--- config.mk ---
export PLATFORM = sky130hd
export DESIGN_NAME = uart_tty_core_flat
export DESIGN_NICKNAME = d
export VERILOG_FILES = /design/src/rtl/uart_tty_core_if.sv /design/src/rtl/uart_tty_core.sv /design/src/flat_wrapper.sv
export SDC_FILE = /design/constraint.sdc
export NUM_CORES = 1
export LEC_CHECK = 0
export CORE_AREA = 4 4 161 163
export DETAILED_ROUTE_END_ITERATION = 12
export DIE_AREA = 0 0 165 167
export PLACE_DENSITY_LB_ADDON = 0.08
export SETUP_SLACK_MARGIN = 0.05
export SYNTH_ARGS = -nofsm -noshare
export SYNTH_HDL_FRONTEND = slang
export SYNTH_SLANG_ARGS = --single-unit
export TNS_END_PERCENT = 30
--- constraint.sdc ---
create_clock -name clk -period 5.9 [get_ports clk]
set_input_delay 0.59 -clock clk [delete_from_list [all_inputs] [get_ports clk]]
set_output_delay 0.59 -clock clk [all_outputs]
set_load 0.05 [all_outputs]
--- src/rtl/uart_tty_core_if.sv ---
// Host-side handshake bundle for uart_tty_core: TX byte stream, RX FIFO head and sticky error flags.
interface uart_tty_core_if #(
    parameter int DATA_BITS = 8,
    parameter int CNT_W     = 5
);
    logic [DATA_BITS-1:0] tx_data;
    logic                 tx_valid;
    logic                 tx_ready;
    logic [DATA_BITS-1:0] rx_data;
    logic                 rx_valid;
    logic                 rx_ready;
    logic [CNT_W-1:0]     rx_count;
    logic                 rx_overrun;
    logic                 rx_frame_err;
    logic                 rx_parity_err;
    logic                 err_clear;

    modport master (
        output tx_data, tx_valid, rx_ready, err_clear,
        input  tx_ready, rx_data, rx_valid, rx_count, rx_overrun, rx_frame_err, rx_parity_err
    );

    modport slave (
        input  tx_data, tx_valid, rx_ready, err_clear,
        output tx_ready, rx_data, rx_valid, rx_count, rx_overrun, rx_frame_err, rx_parity_err
    );
endinterface

--- src/rtl/uart_tty_core.sv ---
// UART transceiver: TX serialiser, oversampled RX deserialiser feeding a first-word fall-through
// RX FIFO, sticky error flags and an optional echo (loopback) mode.
module uart_tty_core #(
    parameter int CLK_FREQ   = 50000000,
    parameter int BAUD_RATE  = 115200,
    parameter int DATA_BITS  = 8,
    parameter int PARITY     = 0,
    parameter int STOP_BITS  = 1,
    parameter int FIFO_DEPTH = 16,
    parameter int LOOPBACK   = 0
) (
    input  logic              clk,
    input  logic              rst,
    input  logic              srx,
    output logic              stx,
    uart_tty_core_if.slave    bus
);
    localparam int BIT_CYC  = CLK_FREQ / BAUD_RATE;
    localparam int CW       = $clog2(BIT_CYC + 1);
    localparam int AW       = $clog2(FIFO_DEPTH);
    localparam int NW       = AW + 1;
    localparam logic [CW-1:0] BIT_LAST  = CW'(BIT_CYC - 1);
    localparam logic [CW-1:0] BIT_FULL  = CW'(BIT_CYC);
    localparam logic [CW-1:0] BIT_HALF  = CW'(BIT_CYC / 2);
    localparam logic [2:0]    DATA_LAST = 3'(DATA_BITS - 1);
    localparam logic [2:0]    STOP_LAST = 3'(STOP_BITS - 1);
    localparam logic [NW-1:0] FIFO_FULL = NW'(FIFO_DEPTH);
    localparam bit HAS_PAR = (PARITY != 0);
    localparam bit ODD_PAR = (PARITY == 1);
    localparam bit LB      = (LOOPBACK != 0);

    typedef enum logic [2:0] {ST_IDLE, ST_START, ST_DATA, ST_PARITY, ST_STOP} state_t;

    state_t               tx_state_q, tx_state_d;
    logic [CW-1:0]        tx_cnt_q, tx_cnt_d;
    logic [2:0]           tx_bit_q, tx_bit_d;
    logic [DATA_BITS-1:0] tx_shift_q, tx_shift_d;
    logic                 tx_par_q, tx_par_d;
    logic                 stx_q, stx_d;

    logic                 srx_meta_q, srx_meta_d;
    logic                 srx_sync_q, srx_sync_d;
    logic                 srx_prev_q, srx_prev_d;
    state_t               rx_state_q, rx_state_d;
    logic [CW-1:0]        rx_cnt_q, rx_cnt_d;
    logic [2:0]           rx_bit_q, rx_bit_d;
    logic [DATA_BITS-1:0] rx_shift_q, rx_shift_d;
    logic                 rx_par_q, rx_par_d;
    logic                 rx_perr_q, rx_perr_d;
    logic                 rx_push_q, rx_push_d;
    logic [DATA_BITS-1:0] rx_byte_q, rx_byte_d;

    logic [AW-1:0]        wr_ptr_q, wr_ptr_d;
    logic [AW-1:0]        rd_ptr_q, rd_ptr_d;
    logic [NW-1:0]        count_q, count_d;
    logic [DATA_BITS-1:0] mem [FIFO_DEPTH];

    logic                 overrun_q, overrun_d;
    logic                 frame_err_q, frame_err_d;
    logic                 parity_err_q, parity_err_d;

    logic                 fifo_empty, fifo_full, push, pop, tx_start, tx_bit_end, rx_sample;
    logic                 frame_set, parity_set, overrun_set;
    logic [DATA_BITS-1:0] fifo_head, tx_src;

    assign fifo_empty  = (count_q == '0);
    assign fifo_full   = (count_q == FIFO_FULL);
    assign fifo_head   = mem[rd_ptr_q];
    // In echo mode the transmitter is the FIFO's only consumer and the host ports are ignored.
    assign tx_start    = (tx_state_q == ST_IDLE) && (LB ? !fifo_empty : bus.tx_valid);
    assign tx_src      = LB ? fifo_head : bus.tx_data;
    assign pop         = !fifo_empty && (LB ? tx_start : bus.rx_ready);
    assign push        = rx_push_q && (!fifo_full || pop);
    assign overrun_set = rx_push_q && fifo_full && !pop;
    assign tx_bit_end  = (tx_cnt_q == BIT_LAST);
    assign rx_sample   = (rx_state_q == ST_START) ? (rx_cnt_q == BIT_HALF) : (rx_cnt_q == BIT_FULL);

    assign stx               = stx_q;
    assign bus.tx_ready      = !LB && (tx_state_q == ST_IDLE);
    assign bus.rx_valid      = !LB && !fifo_empty;
    assign bus.rx_data       = bus.rx_valid ? fifo_head : '0;
    assign bus.rx_count      = count_q;
    assign bus.rx_overrun    = overrun_q;
    assign bus.rx_frame_err  = frame_err_q;
    assign bus.rx_parity_err = parity_err_q;

    always_comb begin
        tx_state_d = tx_state_q;
        tx_cnt_d   = tx_cnt_q;
        tx_bit_d   = tx_bit_q;
        tx_shift_d = tx_shift_q;
        tx_par_d   = tx_par_q;
        stx_d      = stx_q;
        if (tx_state_q != ST_IDLE) begin
            tx_cnt_d = tx_bit_end ? '0 : tx_cnt_q + 1'b1;
        end
        case (tx_state_q)
            ST_IDLE: begin
                stx_d = 1'b1;
                if (tx_start) begin
                    tx_state_d = ST_START;
                    tx_cnt_d   = '0;
                    tx_shift_d = tx_src;
                    tx_par_d   = (^tx_src) ^ ODD_PAR;
                    stx_d      = 1'b0;
                end
            end
            ST_START: begin
                if (tx_bit_end) begin
                    tx_state_d = ST_DATA;
                    tx_bit_d   = '0;
                    stx_d      = tx_shift_q[0];
                end
            end
            ST_DATA: begin
                if (tx_bit_end) begin
                    if (tx_bit_q == DATA_LAST) begin
                        if (HAS_PAR) begin
                            tx_state_d = ST_PARITY;
                            stx_d      = tx_par_q;
                        end else begin
                            tx_state_d = ST_STOP;
                            tx_bit_d   = '0;
                            stx_d      = 1'b1;
                        end
                    end else begin
                        tx_bit_d   = tx_bit_q + 3'd1;
                        tx_shift_d = tx_shift_q >> 1;
                        stx_d      = tx_shift_q[1];
                    end
                end
            end
            ST_PARITY: begin
                if (tx_bit_end) begin
                    tx_state_d = ST_STOP;
                    tx_bit_d   = '0;
                    stx_d      = 1'b1;
                end
            end
            ST_STOP: begin
                if (tx_bit_end) begin
                    if (tx_bit_q == STOP_LAST) begin
                        tx_state_d = ST_IDLE;
                    end else begin
                        tx_bit_d = tx_bit_q + 3'd1;
                    end
                end
            end
            default: tx_state_d = ST_IDLE;
        endcase
    end

    // The bit counter restarts at 1 on every transition so it always holds cycles since the last sample.
    always_comb begin
        srx_meta_d = srx;
        srx_sync_d = srx_meta_q;
        srx_prev_d = srx_sync_q;
        rx_state_d = rx_state_q;
        rx_cnt_d   = rx_cnt_q;
        rx_bit_d   = rx_bit_q;
        rx_shift_d = rx_shift_q;
        rx_par_d   = rx_par_q;
        rx_perr_d  = rx_perr_q;
        rx_push_d  = 1'b0;
        rx_byte_d  = rx_byte_q;
        frame_set  = 1'b0;
        parity_set = 1'b0;
        if (rx_state_q != ST_IDLE) begin
            rx_cnt_d = rx_cnt_q + 1'b1;
        end
        case (rx_state_q)
            ST_IDLE: begin
                if (srx_prev_q && !srx_sync_q) begin
                    rx_state_d = ST_START;
                    rx_cnt_d   = CW'(1);
                end
            end
            ST_START: begin
                if (rx_sample) begin
                    rx_cnt_d = CW'(1);
                    if (srx_sync_q) begin
                        rx_state_d = ST_IDLE;
                    end else begin
                        rx_state_d = ST_DATA;
                        rx_bit_d   = '0;
                        rx_par_d   = 1'b0;
                        rx_perr_d  = 1'b0;
                    end
                end
            end
            ST_DATA: begin
                if (rx_sample) begin
                    rx_cnt_d   = CW'(1);
                    rx_shift_d = {srx_sync_q, rx_shift_q[DATA_BITS-1:1]};
                    rx_par_d   = rx_par_q ^ srx_sync_q;
                    if (rx_bit_q == DATA_LAST) begin
                        rx_state_d = HAS_PAR ? ST_PARITY : ST_STOP;
                    end else begin
                        rx_bit_d = rx_bit_q + 3'd1;
                    end
                end
            end
            ST_PARITY: begin
                if (rx_sample) begin
                    rx_cnt_d   = CW'(1);
                    rx_perr_d  = ((rx_par_q ^ srx_sync_q) != ODD_PAR);
                    rx_state_d = ST_STOP;
                end
            end
            ST_STOP: begin
                if (rx_sample) begin
                    rx_state_d = ST_IDLE;
                    frame_set  = !srx_sync_q;
                    parity_set = rx_perr_q;
                    rx_push_d  = srx_sync_q && !rx_perr_q;
                    rx_byte_d  = rx_shift_q;
                end
            end
            default: rx_state_d = ST_IDLE;
        endcase
    end

    always_comb begin
        wr_ptr_d = push ? wr_ptr_q + 1'b1 : wr_ptr_q;
        rd_ptr_d = pop  ? rd_ptr_q + 1'b1 : rd_ptr_q;
        count_d  = count_q;
        case ({push, pop})
            2'b10:   count_d = count_q + 1'b1;
            2'b01:   count_d = count_q - 1'b1;
            default: count_d = count_q;
        endcase
        overrun_d    = overrun_set ? 1'b1 : (bus.err_clear ? 1'b0 : overrun_q);
        frame_err_d  = frame_set   ? 1'b1 : (bus.err_clear ? 1'b0 : frame_err_q);
        parity_err_d = parity_set  ? 1'b1 : (bus.err_clear ? 1'b0 : parity_err_q);
    end

    always_ff @(posedge clk or posedge rst) begin
        if (rst) begin
            tx_state_q   <= ST_IDLE;
            tx_cnt_q     <= '0;
            tx_bit_q     <= '0;
            tx_shift_q   <= '0;
            tx_par_q     <= 1'b0;
            stx_q        <= 1'b1;
            srx_meta_q   <= 1'b1;
            srx_sync_q   <= 1'b1;
            srx_prev_q   <= 1'b1;
            rx_state_q   <= ST_IDLE;
            rx_cnt_q     <= '0;
            rx_bit_q     <= '0;
            rx_shift_q   <= '0;
            rx_par_q     <= 1'b0;
            rx_perr_q    <= 1'b0;
            rx_push_q    <= 1'b0;
            rx_byte_q    <= '0;
            wr_ptr_q     <= '0;
            rd_ptr_q     <= '0;
            count_q      <= '0;
            overrun_q    <= 1'b0;
            frame_err_q  <= 1'b0;
            parity_err_q <= 1'b0;
        end else begin
            tx_state_q   <= tx_state_d;
            tx_cnt_q     <= tx_cnt_d;
            tx_bit_q     <= tx_bit_d;
            tx_shift_q   <= tx_shift_d;
            tx_par_q     <= tx_par_d;
            stx_q        <= stx_d;
            srx_meta_q   <= srx_meta_d;
            srx_sync_q   <= srx_sync_d;
            srx_prev_q   <= srx_prev_d;
            rx_state_q   <= rx_state_d;
            rx_cnt_q     <= rx_cnt_d;
            rx_bit_q     <= rx_bit_d;
            rx_shift_q   <= rx_shift_d;
            rx_par_q     <= rx_par_d;
            rx_perr_q    <= rx_perr_d;
            rx_push_q    <= rx_push_d;
            rx_byte_q    <= rx_byte_d;
            wr_ptr_q     <= wr_ptr_d;
            rd_ptr_q     <= rd_ptr_d;
            count_q      <= count_d;
            overrun_q    <= overrun_d;
            frame_err_q  <= frame_err_d;
            parity_err_q <= parity_err_d;
        end
    end

    // Storage is not reset; an empty FIFO masks the head to zero instead.
    always_ff @(posedge clk) begin
        if (push) begin
            mem[wr_ptr_q] <= rx_byte_q;
        end
    end
endmodule
--- src/flat_wrapper.sv ---
// flat-port wrapper written by rule: the top's interface ports become plain ports
module uart_tty_core_flat 
#(
    parameter int CLK_FREQ   = 50000000,
    parameter int BAUD_RATE  = 115200,
    parameter int DATA_BITS  = 8,
    parameter int PARITY     = 0,
    parameter int STOP_BITS  = 1,
    parameter int FIFO_DEPTH = 16,
    parameter int LOOPBACK   = 0
)
  (clk, rst, srx, stx, bus_tx_data, bus_tx_valid, bus_rx_ready, bus_err_clear, bus_tx_ready, bus_rx_data, bus_rx_valid, bus_rx_count, bus_rx_overrun, bus_rx_frame_err, bus_rx_parity_err);
  uart_tty_core_if #(.DATA_BITS(DATA_BITS)) bus_i ();
  input  logic clk;
  input  logic rst;
  input  logic srx;
  output logic stx;
  input wire logic [$bits(bus_i.tx_data)-1:0] bus_tx_data;
  input wire logic [$bits(bus_i.tx_valid)-1:0] bus_tx_valid;
  input wire logic [$bits(bus_i.rx_ready)-1:0] bus_rx_ready;
  input wire logic [$bits(bus_i.err_clear)-1:0] bus_err_clear;
  output wire logic [$bits(bus_i.tx_ready)-1:0] bus_tx_ready;
  output wire logic [$bits(bus_i.rx_data)-1:0] bus_rx_data;
  output wire logic [$bits(bus_i.rx_valid)-1:0] bus_rx_valid;
  output wire logic [$bits(bus_i.rx_count)-1:0] bus_rx_count;
  output wire logic [$bits(bus_i.rx_overrun)-1:0] bus_rx_overrun;
  output wire logic [$bits(bus_i.rx_frame_err)-1:0] bus_rx_frame_err;
  output wire logic [$bits(bus_i.rx_parity_err)-1:0] bus_rx_parity_err;
  assign bus_i.tx_data = bus_tx_data;
  assign bus_i.tx_valid = bus_tx_valid;
  assign bus_i.rx_ready = bus_rx_ready;
  assign bus_i.err_clear = bus_err_clear;
  assign bus_tx_ready = bus_i.tx_ready;
  assign bus_rx_data = bus_i.rx_data;
  assign bus_rx_valid = bus_i.rx_valid;
  assign bus_rx_count = bus_i.rx_count;
  assign bus_rx_overrun = bus_i.rx_overrun;
  assign bus_rx_frame_err = bus_i.rx_frame_err;
  assign bus_rx_parity_err = bus_i.rx_parity_err;
  uart_tty_core #(.CLK_FREQ(CLK_FREQ), .BAUD_RATE(BAUD_RATE), .DATA_BITS(DATA_BITS), .PARITY(PARITY), .STOP_BITS(STOP_BITS), .FIFO_DEPTH(FIFO_DEPTH), .LOOPBACK(LOOPBACK)) u_core (.clk(clk), .rst(rst), .srx(srx), .stx(stx), .bus(bus_i));
endmodule
Yosys cells after proc, flatten, opt, wreduce, memory -nomap -nowiden
Memories as Yosys holds them, arrays and structs flattened.
Index checks and enable logic that the tools add are counted.
{"block": "classes", "eq_ne": 34, "n_bitwise": 1, "n_reduce_logical": 40, "muxes": 65, "addsub": 8}
{"op": "two-way mux 3 bit", "n": 22}
{"op": "two-way mux 9 bit", "n": 7}
{"op": "two-way mux 8 bit", "n": 4}
{"op": "one-hot mux 3 bit (5 select lines)", "n": 2}
{"op": "inequality test 2 x 1 -> 1 bit (second input constant)", "n": 14}
{"op": "two-way mux 1 bit", "n": 21}
{"op": "adder 9 x 1 -> 9 bit (second input constant)", "n": 2}
{"op": "== test 9 bit (second input constant)", "n": 2}
{"op": "one-hot mux 9 bit (2 select lines)", "n": 1}
{"op": "one-hot mux 8 bit (2 select lines)", "n": 1}
{"op": "AND reduction 4 bit", "n": 4}
{"op": "nonzero test 2 bit", "n": 7}
{"op": "== test 3 x 2 -> 1 bit (second input constant)", "n": 4}
{"op": "== test 3 bit (second input constant)", "n": 4}
{"op": "one-hot mux 5 bit (2 select lines)", "n": 1}
{"op": "AND reduction 5 bit", "n": 2}
{"op": "== test 9 x 8 -> 1 bit (second input constant)", "n": 1}
{"op": "logical NOT 3 bit", "n": 3}
{"op": "one-hot mux 3 bit (3 select lines)", "n": 1}
{"op": "nonzero test 3 bit", "n": 3}
{"op": "adder 4 x 1 -> 4 bit (second input constant)", "n": 2}
{"op": "inequality test 2 bit (second input constant)", "n": 4}
{"op": "logical AND 1 bit", "n": 7}
{"op": "AND reduction 7 bit", "n": 1}
{"op": "20 further kinds", "n": 28}
{"block": "word_totals", "n_memories": 1, "register_bits": 77, "elab_cells": 171, "ramBits": 128, "output_inout_bits": 19, "inputBits": 14}
{"name": "u_core.mem", "words": 16, "width": 8, "rd": 1, "rd_ports_with_merged_regs": 0, "write_ports": 1, "line": "uart_tty_core.sv:56", "text": "logic [DATA_BITS-1:0] mem [FIFO_DEPTH];"}

Logic depth before layout (Yosys ltp)
{"block": "logic_depth", "word_depth": 7, "ltp_mapped": 7, "depth_no_buf": 7}

Worst setup path after synthesis
No wires, ideal clock.
{"block": "synth_timing", "path_type": "register to output", "start": "register u_core.count_q[1] (netlist: u_core.bus.rx_count[1])", "end": "output port bus_rx_data[0]", "n_path_buf": 0, "arrival_ns": 2.422, "stages_incl_launch_ff": 5, "path_slack_ns": 2.888, "t_required_ns": 5.310, "cell_sequence": "dfrtp_1 > nor4_2 > nand2_1 > nand2_1 > o22ai_1"}
{"block": "synth_via", "elab_chain_len": 2}
{"item": "start: declaration", "line": "uart_tty_core.sv:55", "text": "logic [NW-1:0] count_q, count_d;"}
{"item": "start signal: assignment", "line": "uart_tty_core.sv:282", "text": "count_q <= count_d;"}
{"item": "logical NOT 5 bit", "line": "uart_tty_core.sv:66", "text": "assign fifo_empty = (count_q == '0);"}
{"item": "two-way mux 8 bit", "line": "uart_tty_core.sv:81", "text": "assign bus.rx_data = bus.rx_valid ? fifo_head : '0;"}
{"item": "end: declaration", "line": "flat_wrapper.sv:23", "text": "output wire logic [$bits(bus_i.rx_data)-1:0] bus_rx_data;"}
No other way between the ends.

Worst setup path in the final report
{"block": "layout_timing", "start": "register u_core.rd_ptr_q[0]", "end": "output port bus_rx_data[3]"}
{"block": "layout_via", "elab_chain_len": 2}
{"item": "start: declaration", "line": "uart_tty_core.sv:54", "text": "logic [AW-1:0] rd_ptr_q, rd_ptr_d;"}
{"item": "start signal: assignment", "line": "uart_tty_core.sv:281", "text": "rd_ptr_q <= rd_ptr_d;"}
{"item": "memory (16 x 8 bit)"}
{"item": "two-way mux 8 bit", "line": "uart_tty_core.sv:81"}
No other way between the ends.

==> results by group <==
Setup path
  • Nature of the critical path startpoint: flip-flop
  • Slowest stage cell, crit path: clkdlybuf4s50_1
  • Data arrival, critical path: 3.25 ns
  • Worst EP required: 5.31 ns
  • Crit-path max cell delay: 0.75 ns
  • CP Class: reg2out
  • Crit path cell chain: buf_4, mux4_2, mux2i_1, o22ai_1, clkdlybuf4s50_1
  • CP max FO: 28
  • CP endpoint kind: primary output

Die
  • Rows: 57
  • Die W: 165 um
  • IO Pins: 33
  • Die Y-Extent: 167 um
  • Core footprint: 24300 um^2
  • Initial Util: 0.369
  • Die Area: 27600 um^2

Clock tree
  • Post-CTS setup repair buffer count: 0
  • Max Buffers Root-to-Sink: 3
  • Reg clk slew, reported paths: 0.06 ns
  • Cts hold-fix bufs: 0
  • Root Buffer: clkbuf_16
  • Num CTS Buffers: 24
  • H-tree Lvls: 1
  • Num Clock Sinks: 205
  • Worst skew pair latency: 0.50 ns
  • Post-CTS sizing: 0
  • CTS tree: built

Synthesis
  • Top-area cell type share of the netlist area: 0.428
  • Sequential area share after synthesis: 0.643
  • Syn Nets: 626
  • Ys Warns: 0
  • Yosys top cell by area: edfxtp_1
  • Synthesized cell area: 8980 um^2
  • Largest cells by area after synthesis: edfxtp_1 (43%), dfrtp_1 (20%), mux4_2 (8.0%)
  • #FFs+latches synth: 205
  • Top_reg_cell synth: edfxtp_1
  • Async set-reset flop share out of synthesis: 0.376
  • Yosys cell types: 61
  • EDFF count, synth: 128
  • Cells after Synth: 597
  • Synthesized area per cell: 15.0 um^2

Detailed routing
  • DR vias/cell: 5.15
  • Initial DRC Count: 201
  • Initial DRT Pass Iterations: 4
  • Avg WL per Cell: 18.4 um
  • Final wirelength: 18000 um
  • DR vias: 5050
  • Remaining DRCs: 0
  • DRT antenna net count: 0

Global route
  • Largest net degree at the start of global routing: 78
  • Tot GR Track Use: 0.133
  • First-pass GRT wire length: 29200 um
  • GRT overflow: 0
  • Vias in the first global route: 5231
  • Initial antenna violation count: 0

Power
  • Comb pwr share: 0.156
  • Psw: 1.08 mW
  • Clk pwr share: 0.382
  • Pwr Density: 376 nW/um^2
  • Net Sw Frac: 0.274
  • Flop pwr share: 0.461
  • Leakage power: 4.17 nW
  • Worst IR Drop VDD: 217 uV
  • Power Total: 3.94 mW
  • Internal power: 2.86 mW

Timing
  • Max Slew Vio Count: 0
  • RSZ-0062 raised after global routing: false
  • Max Clk Rate: 261 MHz
  • Fin Clk Skew: 0.00812 ns
  • Final hold vios: 0
  • Tmin final: 3.84 ns
  • Final setup margin: 2.06 ns
  • Worst slew margin: 0.226
  • Sum Neg Setup Slack: 0 ns
  • Final worst-path cycle share: 0.650
  • Final setup violation count: 0
  • Worst-margin pin slew: 1.16 ns

Placement
  • Input/output buffers: 32
  • Hpwl dp: 11700 um
  • Placer congestion estimate: 0.779
  • Pre-CTS setup slack: 2.52 ns

Min path
  • Hold Crit Class: reg2reg

Final layout
  • Sequential cell area: 5780 um^2
  • Multi-input gate area: 2990 um^2
  • ANT cells: 0
  • # fillers: 2167
  • Area grow syn2layout: 16.6%
  • Layout cells sized above 1: 0.202
  • Fin nets: 668
  • Final core utilization: 0.431

Outcome
  • Status: finished, final reports clean

Flow run
  • # Max-Cap Violations: 0
==> power groups by stage <==
stage / registers (mW) / logic [mW] / clock network, mW
floorplan: 1.79 / 0.499 / 0
global placement: 1.85 / 0.617 / 0
detailed placement: 1.85 / 0.627 / 0
CTS: 1.82 / 0.628 / 1.56
global route: 1.84 / 0.675 / 1.63
finish: 1.82 / 0.617 / 1.51
==> flip-flops by register name, summed over array words and instances (netlist names), 3 cells and up <==
signal and cells:
u_core.rd_ptr_q 4, u_core.rx_byte_q 8, u_core.tx_cnt_q 9, u_core.rx_state_q 3, u_core.rx_bit_q 3, u_core.tx_bit_q 3, u_core.wr_ptr_q 4, u_core.rx_shift_q 8
u_core.mem 128, u_core.rx_cnt_q 9, u_core.bus.rx_count 5, u_core.tx_state_q 3, u_core.tx_shift_q 8
==> synth_stat cells, drive strengths merged, types with 11 or more instances <==
cell type,count
edfxtp,128
dfrtp,73
mux2,34
mux4,32
nand2,32
inv,31
o21ai,29
mux2i,21
nor2,18
a21oi,17
ha,15
xnor2,15
o22ai,14
buf,13
nand3,11
nor3,11
==> per-layer routing <==
metal,share of wire,vias up,track usage
met5,0,-,0
met4,0.010,0,0.0253
met3,0.042,18,0.0255
met2,0.49,71,0.218
met1,0.46,2589,0.186
li1,-,2372,-
==> cell families (layout without fill, tap and decap cells) <==
family                   Yosys count  after routing  synth area share
multiplexers                      87             87             0.146
AO/OA/AOI/OAI                     86             86            0.0631
AND/OR/NAND/NOR                  135            135            0.0868
flip-flops                       205            205             0.643
adder cells (fa/ha/maj)           15             15            0.0209
buffers and inverters             53            113            0.0241
XOR/XNOR                          16             16            0.0156
==> through the flow <==
step | instance area [um^2] | hold slack (ns) | instances
floorplan | 8980 | 0.345 | 597
global placement | 9650 | 0.353 | 937
detailed placement | 9650 | 0.349 | 937
CTS | 10500 | 0.361 | 981
global route | 10500 | 0.366 | 981
finish | 10500 | 0.358 | 981
==> path summary, 6_finish.rpt <==
kind                                        start                  to  slack [ns]  cells after the start
max reg2reg                u_core.bus.rx_count[1]   u_core.mem[12][5]        3.44                      4
min in group asynchronous                     rst  u_core.rx_cnt_q[2]        0.73                      3
min reg2reg                     u_core.srx_meta_q   u_core.srx_prev_d        0.36                      0
max in group asynchronous                     rst  u_core.rd_ptr_q[1]        4.49                      3
min                             u_core.srx_meta_q   u_core.srx_prev_d        0.36                      0
max                            u_core.rd_ptr_q[0]      bus_rx_data[3]        2.06                      5
==> worst max-delay path, delay by kind of cell (launching register included) <==
kind / cells / cell delay, ns
muxes: 2 / 0.82
DFF: 1 / 0.48
AOI/OAI and AO/OA: 1 / 0.15
buffers and inverters: 2 / 1.28
==> cell usage in the layout (no fill, tap or decap), drive strengths merged, types with 3 or more instances in the layout <==
| cell type | n |
|---|---|
| and2 | 5 |
| o22ai | 14 |
| a211oi | 5 |
| xnor2 | 15 |
| edfxtp | 128 |
| nor3b | 5 |
| and4bb | 3 |
| or3 | 5 |
| nor4 | 7 |
| nand4 | 6 |
| nand2 | 32 |
| bufinv | 4 |
| clkdlybuf4s50 | 32 |
| mux2 | 34 |
| nand4b | 3 |
| dfrtp | 73 |
| buf | 6 |
| dfstp | 4 |
| nand2b | 4 |
| inv | 30 |
| o21ai | 29 |
| ha | 15 |
| nand3 | 11 |
| nor2b | 10 |
| mux2i | 21 |
| clkbuf | 28 |
| a21oi | 17 |
| and3 | 6 |
| mux4 | 32 |
| nor3 | 11 |
| nor2 | 18 |
| clkinv | 11 |
| or2 | 4 |
==> area by class of cell <==
| class | count | share of cell area |
|---|---|---|
| Tap cell | 324 | 0.0387 |
| Timing Repair Buffer | 38 | 0.0349 |
| Clock buffer | 28 | 0.0608 |
| Multi-Input combinational cell | 339 | 0.285 |
| Inverter | 31 | 0.0112 |
| Clock inverter | 16 | 0.0176 |
| Sequential cell | 205 | 0.552 |
Note: power is estimated with default switching activity, not from simulation.
